[src/rtl/prog_loader_pkg.sv]
// Shared types and default widths for the boot-time program loader.
//
// Contents:
//   loader_state_t  - FSM state enum, ST_IDLE .. ST_DONE
//   LOADER_*        - default data, address and run-counter widths
package loader_pkg;

   localparam int unsigned LOADER_WIDTH     = 8;
   localparam int unsigned LOADER_A_WIDTH   = 5;
   localparam int unsigned LOADER_CNT_WIDTH = 16;

   typedef enum logic [2:0] {
      ST_IDLE  = 3'd0,
      ST_LOAD  = 3'd1,
      ST_CLEAR = 3'd2,
      ST_RUN   = 3'd3,
      ST_DONE  = 3'd4
   } loader_state_t;

   // States in which a start request is honoured.
   function automatic logic accepts_start(loader_state_t st);
      return (st == ST_IDLE) || (st == ST_DONE);
   endfunction

endpackage

[src/rtl/prog_loader_if.sv]
// Byte-stream input and memory write bus of the program loader.
//
// Signals:
//   s_valid/s_data/s_last  stream byte, valid and end-of-program marker
//   s_ready                loader accepts a byte this cycle
//   mem_sel                loader owns the memory bus
//   mem_wr/mem_addr/mem_wdata  memory write port
// Modports:
//   master - byte source / memory side (drives stream, observes memory bus)
//   slave  - the loader (consumes stream, drives memory bus)
interface prog_loader_if #(
   parameter int unsigned WIDTH   = 8,
   parameter int unsigned A_WIDTH = 5
) ();

   logic               s_valid;
   logic [WIDTH-1:0]   s_data;
   logic               s_last;
   logic               s_ready;
   logic               mem_sel;
   logic               mem_wr;
   logic [A_WIDTH-1:0] mem_addr;
   logic [WIDTH-1:0]   mem_wdata;

   modport master (
      output s_valid, s_data, s_last,
      input  s_ready, mem_sel, mem_wr, mem_addr, mem_wdata
   );

   modport slave (
      input  s_valid, s_data, s_last,
      output s_ready, mem_sel, mem_wr, mem_addr, mem_wdata
   );

endinterface

[src/rtl/prog_loader_counter.sv]
// counter_gen: generic up-counter with synchronous load-to-zero.
//
// Ports:
//   clk_i     clock
//   rst_i     synchronous active-high reset (count to 0)
//   load_i    clear count to 0 (priority over enable_i)
//   enable_i  increment by one, wrapping at all-ones
//   count_o   current count
module counter_gen #(
   parameter int unsigned WIDTH = 5
) (
   input  logic             clk_i,
   input  logic             rst_i,
   input  logic             load_i,
   input  logic             enable_i,
   output logic [WIDTH-1:0] count_o
);

   logic [WIDTH-1:0] count_d, count_q;

   always_comb begin
      count_d = count_q;
      if (load_i) begin
         count_d = '0;
      end else if (enable_i) begin
         count_d = count_q + WIDTH'(1);
      end
   end

   always_ff @(posedge clk_i) begin
      if (rst_i) begin
         count_q <= '0;
      end else begin
         count_q <= count_d;
      end
   end

   assign count_o = count_q;

endmodule

[src/rtl/prog_loader.sv]
// prog_loader: holds the accumulator CPU in reset, streams a program into its
// 2^A_WIDTH x WIDTH memory from address 0, releases the CPU and counts run
// cycles until halt.
//
// Build option: define LOADER_CLEAR_EN to zero-fill memory above the program
// (CLEAR state) before the CPU runs; undefined, LOAD goes straight to RUN.
//
// Ports:
//   clk_i       clock
//   rst_i       synchronous active-high reset
//   start_i     begin a load (honoured in IDLE and DONE only)
//   bus_io      stream input and memory write bus (slave modport)
//   cpu_halt_i  CPU halt
//   cpu_rst_o   CPU reset, low only in RUN
//   busy_o      high in LOAD, CLEAR and RUN
//   done_o      high in DONE
//   cycles_o    run-cycle count (saturating), valid in DONE
module prog_loader
   import loader_pkg::*;
#(
   parameter int unsigned WIDTH     = LOADER_WIDTH,
   parameter int unsigned A_WIDTH   = LOADER_A_WIDTH,
   parameter int unsigned CNT_WIDTH = LOADER_CNT_WIDTH
) (
   input  logic                 clk_i,
   input  logic                 rst_i,
   input  logic                 start_i,
   prog_loader_if.slave         bus_io,
   input  logic                 cpu_halt_i,
   output logic                 cpu_rst_o,
   output logic                 busy_o,
   output logic                 done_o,
   output logic [CNT_WIDTH-1:0] cycles_o
);

   localparam logic [A_WIDTH-1:0]   ADDR_MAX  = '1;
   localparam logic [CNT_WIDTH-1:0] CYCLE_MAX = '1;

   loader_state_t        state_d, state_q;
   logic [CNT_WIDTH-1:0] cycles_d, cycles_q;
   logic [A_WIDTH-1:0]   addr;
   logic                 addr_load, addr_en, at_max;

   logic                 s_ready;
   logic                 mem_sel;
   logic                 mem_wr;
   logic [A_WIDTH-1:0]   mem_addr;
   logic [WIDTH-1:0]     mem_wdata;

   counter_gen #(
      .WIDTH (A_WIDTH)
   ) u_addr_cnt (
      .clk_i    (clk_i),
      .rst_i    (rst_i),
      .load_i   (addr_load),
      .enable_i (addr_en),
      .count_o  (addr)
   );

   assign at_max = (addr == ADDR_MAX);

   always_comb begin
      state_d   = state_q;
      cycles_d  = cycles_q;
      addr_load = 1'b0;
      addr_en   = 1'b0;
      s_ready   = 1'b0;
      mem_sel   = 1'b0;
      mem_wr    = 1'b0;
      mem_addr  = '0;
      mem_wdata = '0;
      cpu_rst_o = 1'b1;
      busy_o    = 1'b0;
      done_o    = 1'b0;

      if (accepts_start(state_q) && start_i) begin
         state_d   = ST_LOAD;
         cycles_d  = '0;
         addr_load = 1'b1;
      end

      unique case (state_q)
         ST_IDLE: ;
         ST_LOAD: begin
            s_ready  = 1'b1;
            mem_sel  = 1'b1;
            busy_o   = 1'b1;
            mem_addr = addr;
            if (bus_io.s_valid) begin
               mem_wr    = 1'b1;
               mem_wdata = bus_io.s_data;
               // Hold at the top address so a forced-last byte never wraps.
               addr_en   = !at_max;
               if (bus_io.s_last || at_max) begin
`ifdef LOADER_CLEAR_EN
                  state_d = at_max ? ST_RUN : ST_CLEAR;
`else
                  state_d = ST_RUN;
`endif
               end
            end
         end
`ifdef LOADER_CLEAR_EN
         ST_CLEAR: begin
            // Counter already points at final+1 when this state is entered.
            mem_sel  = 1'b1;
            mem_wr   = 1'b1;
            busy_o   = 1'b1;
            mem_addr = addr;
            addr_en  = !at_max;
            if (at_max) begin
               state_d = ST_RUN;
            end
         end
`endif
         ST_RUN: begin
            cpu_rst_o = 1'b0;
            busy_o    = 1'b1;
            if (cpu_halt_i) begin
               state_d = ST_DONE;
            end else if (cycles_q != CYCLE_MAX) begin
               cycles_d = cycles_q + CNT_WIDTH'(1);
            end
         end
         ST_DONE: begin
            done_o = 1'b1;
         end
         default: begin
            state_d = ST_IDLE;
         end
      endcase
   end

   always_ff @(posedge clk_i) begin
      if (rst_i) begin
         state_q  <= ST_IDLE;
         cycles_q <= '0;
      end else begin
         state_q  <= state_d;
         cycles_q <= cycles_d;
      end
   end

   assign bus_io.s_ready   = s_ready;
   assign bus_io.mem_sel   = mem_sel;
   assign bus_io.mem_wr    = mem_wr;
   assign bus_io.mem_addr  = mem_addr;
   assign bus_io.mem_wdata = mem_wdata;
   assign cycles_o         = cycles_q;

endmodule

[src/flat_wrapper.sv]
// flat-port wrapper written by rule: the top's interface ports become plain ports
module prog_loader_flat import loader_pkg::*;
#(
   parameter int unsigned WIDTH     = LOADER_WIDTH,
   parameter int unsigned A_WIDTH   = LOADER_A_WIDTH,
   parameter int unsigned CNT_WIDTH = LOADER_CNT_WIDTH
)
  (clk_i, rst_i, start_i, cpu_halt_i, cpu_rst_o, busy_o, done_o, cycles_o, bus_io_s_valid, bus_io_s_data, bus_io_s_last, bus_io_s_ready, bus_io_mem_sel, bus_io_mem_wr, bus_io_mem_addr, bus_io_mem_wdata);
  prog_loader_if #(.WIDTH(WIDTH), .A_WIDTH(A_WIDTH)) bus_io_i ();
  input  logic clk_i;
  input  logic rst_i;
  input  logic start_i;
  input  logic cpu_halt_i;
  output logic cpu_rst_o;
  output logic busy_o;
  output logic done_o;
  output logic [CNT_WIDTH-1:0] cycles_o;
  input wire logic [$bits(bus_io_i.s_valid)-1:0] bus_io_s_valid;
  input wire logic [$bits(bus_io_i.s_data)-1:0] bus_io_s_data;
  input wire logic [$bits(bus_io_i.s_last)-1:0] bus_io_s_last;
  output wire logic [$bits(bus_io_i.s_ready)-1:0] bus_io_s_ready;
  output wire logic [$bits(bus_io_i.mem_sel)-1:0] bus_io_mem_sel;
  output wire logic [$bits(bus_io_i.mem_wr)-1:0] bus_io_mem_wr;
  output wire logic [$bits(bus_io_i.mem_addr)-1:0] bus_io_mem_addr;
  output wire logic [$bits(bus_io_i.mem_wdata)-1:0] bus_io_mem_wdata;
  assign bus_io_i.s_valid = bus_io_s_valid;
  assign bus_io_i.s_data = bus_io_s_data;
  assign bus_io_i.s_last = bus_io_s_last;
  assign bus_io_s_ready = bus_io_i.s_ready;
  assign bus_io_mem_sel = bus_io_i.mem_sel;
  assign bus_io_mem_wr = bus_io_i.mem_wr;
  assign bus_io_mem_addr = bus_io_i.mem_addr;
  assign bus_io_mem_wdata = bus_io_i.mem_wdata;
  prog_loader #(.WIDTH(WIDTH), .A_WIDTH(A_WIDTH), .CNT_WIDTH(CNT_WIDTH)) u_core (.clk_i(clk_i), .rst_i(rst_i), .start_i(start_i), .bus_io(bus_io_i), .cpu_halt_i(cpu_halt_i), .cpu_rst_o(cpu_rst_o), .busy_o(busy_o), .done_o(done_o), .cycles_o(cycles_o));
endmodule
[config.mk]
export PLATFORM = sky130hd
export DESIGN_NAME = prog_loader_flat
export DESIGN_NICKNAME = d
export VERILOG_FILES = /design/src/rtl/prog_loader_pkg.sv /design/src/rtl/prog_loader_if.sv /design/src/rtl/prog_loader_counter.sv /design/src/rtl/prog_loader.sv /design/src/flat_wrapper.sv
export SDC_FILE = /design/constraint.sdc
export NUM_CORES = 1
export LEC_CHECK = 0
export CORE_UTILIZATION = 45
export DETAILED_ROUTE_END_ITERATION = 8
export PLACE_DENSITY = 0.88
export SYNTH_ARGS = -nofsm -noshare
export SYNTH_HDL_FRONTEND = slang
export SYNTH_SLANG_ARGS = --single-unit
[constraint.sdc]
create_clock -name clk_i -period 4.3 [get_ports clk_i]
set_input_delay 0.645 -clock clk_i [delete_from_list [all_inputs] [get_ports clk_i]]
set_output_delay 0.645 -clock clk_i [all_outputs]
set_load 0.02 [all_outputs]
Word-level counts from Yosys, hierarchy flattened

Index checks and enable logic that the tools add are counted.

Logic and storage cells: 39
Output and inout bits: 35
Bits of input ports: 14
Bits in registers: 24

Equality and inequality tests: 5
Multiplexer cells: 21
$add $sub $neg: 2
Reduce and logical (&&, ||, !) cells: 8

Operators with widths:

| cell                                                | number |
|---|---|
| 2-to-1 mux 16 bit                                   | 4 |
| adder 16 x 1 -> 16 bit, second input constant       | 1 |
| 2-to-1 mux 8 bit                                    | 2 |
| inequality test 16 bit, second input constant       | 1 |
| 2-to-1 mux 3 bit                                    | 4 |
| 2-to-1 mux 1 bit                                    | 9 |
| case mux 3 bit (3 select lines)                     | 1 |
| OR reduction 2 bit                                  | 3 |
| adder 5 x 1 -> 5 bit, second input constant         | 1 |
| equality test 5 bit, second input constant          | 1 |
| 2-to-1 mux 5 bit                                    | 1 |
| equality test 3 x 1 -> 1 bit, second input constant | 1 |
| equality test 3 x 2 -> 1 bit, second input constant | 1 |
| equality test 3 bit, second input constant          | 1 |
| zero test 3 bit                                     | 1 |
| logical OR 1 bit                                    | 2 |
| logical AND 1 bit                                   | 1 |
| zero test 1 bit                                     | 1 |

Logic depth before layout (Yosys ltp)

Depth after elaboration: 7
Depth in mapped cells: 7

Modules after synthesis

From an unflattened synthesis, not the netlist that was laid out.

Cell total of the unflattened synthesis: 170
Area total of the unflattened synthesis: 1478.9 um^2

Modules (own cells, without submodules):

| module      | times used | cells each | area an instance (um^2) |
|---|---|---|---|
| prog_loader | 1          | 147        | 1223.7 |
| counter_gen | 1          | 23         | 255.2 |

Worst setup path after synthesis

OpenSTA, ideal clock, no wires.

Kind: reg2out
Start point: register u_core.state_q[0]
End point: output bus_io_mem_addr[0]
Required time: 3.655 ns
Cell stages (with the launch flop): 4
Data arrival time: 1.736 ns
Buffers on the path: 0
Setup slack: 1.919 ns
Cells stage by stage: dfxtp_1 -> nor2b_1 -> nor2b_1 -> and2_1

Longest elaborated chain between the ends: 2

RTL lines:

| element                      | line               | text |
|---|---|---|
| start: declaration           | prog_loader.sv:39  | `loader_state_t state_d, state_q;` |
| start signal: assignment     | prog_loader.sv:139 | `state_q <= state_d;` |
| equality test 3 x 1 -> 1 bit | prog_loader.sv:82  | `unique case (state_q)` |
| 2-to-1 mux 5 bit             | prog_loader.sv:82  |  |
| end: declaration             | flat_wrapper.sv:24 | `output wire logic [$bits(bus_io_i.mem_addr)-1:0] bus_io_mem_addr;` |

No other way between the ends.

Worst setup path after layout

Same ends and word-level chain as after synthesis.

==> results.py <==
metrics = {
    "run_status": {
        "status": "finished clean",
    },
    "placement": {
        "dp_slack_ns": 1.45,
        "post-dp-hpwl_um": 2480,
        "placedCellCount": 256,
        "port_buffers": 48,
        "gp_congestion": 0.761,
    },
    "clocking": {
        "htreeDepth": 1,
        "cts_buffer_depth": 2,
        "clk_pin_slew_ns": 0.15,
        "cts_buffers": 3,
        "clk_latency_ns": 0.34,
        "cts_tree": "done",
        "cts_num_sinks": 24,
        "postCtsSetupBuffers": 0,
        "cts_resized": 0,
        "cts_root_buf": "clkbuf_4",
        "cts_hold_buf": 0,
    },
    "sta": {
        "fin_crit_sh_pct": 70.5,
        "setup_viol": 0,
        "worst_pin_slew_ns": 0.720,
        "finalCriticalPeriod_ns": 3.03,
        "slew_violations": 0,
        "hold_viol": 0,
        "setup-tns-final_ns": 0,
        "worst_slack_ns": 1.27,
        "relSlewSlack_pct": 51.8,
        "fmax_ghz": 0.330,
        "rsz0062_at_grt": "no",
        "finClkSkew_ns": 0.0226,
    },
    "power_and_ir_drop": {
        "p_leak_uw": 0.000638,
        "power.density_nw_per_um2": 231,
        "combPwrFrac_pct": 12.9,
        "pwr-share-clk_pct": 37.3,
        "power_frac_seq_pct": 49.8,
        "netSwitchingFraction_pct": 23.5,
        "switchingPower_uw": 107,
        "p_int_uw": 348,
        "total_power_uw": 455,
        "ir_worst_vdd_v": 0.000272,
    },
    "finish": {
        "syn_to_final_growth_pct": 37.9,
        "multi_input_area_sq_um": 866,
        "num-fill-cells": 266,
        "final_common_cell": "clkdlybuf4s50_1",
        "register_area_sq_um": 480,
        "drive_gt1_share_pct": 4.17,
        "final_cell_mix": "48 x clkdlybuf4s50_1, 24 x dfxtp_1, 15 x nand2_1",
        "nets": 234,
        "final_cells": 260,
        "n_antenna_cell": 0,
        "final_util_pct": 65.0,
    },
    "synth": {
        "synth.yosys.seq_area_share_pct": 33.7,
        "syn-num-nets": 188,
        "synth_top_area_share_pct": 33.7,
        "synth-main-ff-cell": "dfxtp_1",
        "async_reset_ff_share_pct": 0,
        "synthCells": 171,
        "synth-edff-count": 0,
        "synthTopCellsByArea": "dfxtp_1 34%, and2_1 6.1%, nand2_1 3.9%, mux2i_1 3.5%, nor2_1 3.4%",
        "synth_area_per_cell_sq_um": 8.35,
        "synth_cell_types": 42,
        "syn_area_sq_um": 1430,
        "yosysTopAreaCell": "dfxtp_1",
        "yosys_register_bits": 24,
        "yosys_warnings": 0,
    },
    "critical_path": {
        "max_stage_delay_ns": 0.60,
        "arrival_ns": 2.39,
        "cp_max_fo": 7,
        "critPathKind": "register to output pin",
        "critPathSlowestCell": "clkdlybuf4s50_1",
        "worstPathCellList": "nor2b_1, nor2b_1, and2_1, clkdlybuf4s50_1",
        "startpoint_type": "register",
        "critPathTopFamily": "simple AND/OR/NAND/NOR gates",
        "crit_top_cell": "nor2b_1",
        "worstPathRequired_ns": 3.65,
        "setup.worst_path.end_class": "output pin",
        "crit_buf_inv": 1,
    },
    "worst_hold_path": {
        "hold_class": "register to register",
    },
    "flow_run": {
        "timing.max_cap.violations": 0,
    },
    "drt": {
        "viasPerCell": 5.55,
        "wire_per_inst_um": 13.0,
        "firstDrtPassIters": 4,
        "ant_nets": 0,
        "drt_wl_total_um": 3370,
        "drt_iter0_drc": 47,
        "drc": 0,
        "dr_total_vias": 1442,
    },
    "global_routing": {
        "grt_pass1_wl_um": 5500,
        "gr-total-overflow": 0,
        "grt_max_degree": 15,
        "grt_pass1_vias": 1254,
        "grt_usage_pct": 20.6,
        "antenna_found_initial": 0,
    },
    "floorplan": {
        "rows": 20,
        "io_pins": 49,
        "core_area_sq_um": 3030,
        "dieArea_sq_um": 3400,
        "dieHeight_um": 58.3,
        "start_util_pct": 47.1,
        "dieWidth_um": 58.3,
    },
}
-- routing by layer --
| metal | global-route usage, % | vias up | routed length, um |
|---|---|---|---|
| li1 | - | 721 | - |
| met1 | 26.7 | 671 | 1500 |
| met2 | 34.3 | 48 | 1710 |
| met3 | 4.62 | 2 | 153 |
| met4 | 6.46 | 0 | 10 |
| met5 | 0 | - | 0 |
-- cell usage after synthesis, types with 3 or more instances --
cell        n
nand4_1     4
mux2i_1     5
and2_1     14
and4_1      3
or4_1       3
nand2_1    15
buf_4       3
nand3_1     9
inv_1       9
a21oi_1     6
and3_1      5
a211oi_1    3
o2111ai_1   3
o211ai_1    6
ha_1        3
or3_1       7
nor2_1     13
dfxtp_1    24
o21ai_0     6
-- worst paths after layout --
path / depth (start not counted) / to / start / slack (ns)
worst max-delay path: 4 / bus_io_mem_addr[0] / u_core.state_q[0]$_SDFF_PP0_ / 1.27
worst min-delay path: 1 / u_core.cycles_o[6]$_SDFF_PP0_ / u_core.cycles_o[6]$_SDFF_PP0_ / 0.51
worst max register to register: 4 / u_core.cycles_o[6]$_SDFF_PP0_ / u_core.state_q[1]$_SDFF_PP0_ / 2.40
worst min register to register: 1 / u_core.cycles_o[6]$_SDFF_PP0_ / u_core.cycles_o[6]$_SDFF_PP0_ / 0.51
-- state kept, by name, indices dropped and copies added, names as in the netlist --
name                       cells
u_core.cycles_o               16
u_core.state_q                 3
u_core.u_addr_cnt.count_o      5
-- area by class of cell --
type                       instances  area share, %
tap                               44           2.80
clock inverter                     1           1.53
clock buffer                       3           1.14
sequential                        24           24.4
multi-input combinational        131           44.0
timing repair buffer              48           24.4
inverter                           9           1.72
-- worst register-to-register path, cell delays in order (launching register included) --
cell	delay, ns
dfxtp_1	0.42
nor3b_1	0.56
nor2_1	0.35
a31oi_4	0.32
a31oi_1	0.12
-- per-stage QoR --
step           area, sq um  hold slack [ns]
5_1_grt               1970            0.553
3_5_place_dp          1920            0.486
4_1_cts               1970            0.509
2_1_floorplan         1430            0.481
6_report              1970            0.507
3_3_place_gp          1920            0.477
-- cell families (layout without fill, tap and decap cells) --
family,count (synthesis),count (layout),share of synthesized area [%]
adder cells (fa/ha/maj),3,3,2.63
AND/OR/NAND/NOR,86,86,35.1
AO/OA/AOI/OAI,33,33,16.9
XOR/XNOR,4,4,2.45
multiplexers,5,5,3.51
buffers and inverters,16,61,5.70
flip-flops,24,24,33.7
-- power by group through the flow --
stage	clock, uW	combinational (uW)	sequential, uW
after CTS	170	58.6	227
after detailed placement	0	58.5	231
after floorplan	0	32.3	230
after global routing	181	62.9	227
after global placement	0	58.1	231
final	169	58.6	227
Note: power is estimated with default switching activity, not from simulation.
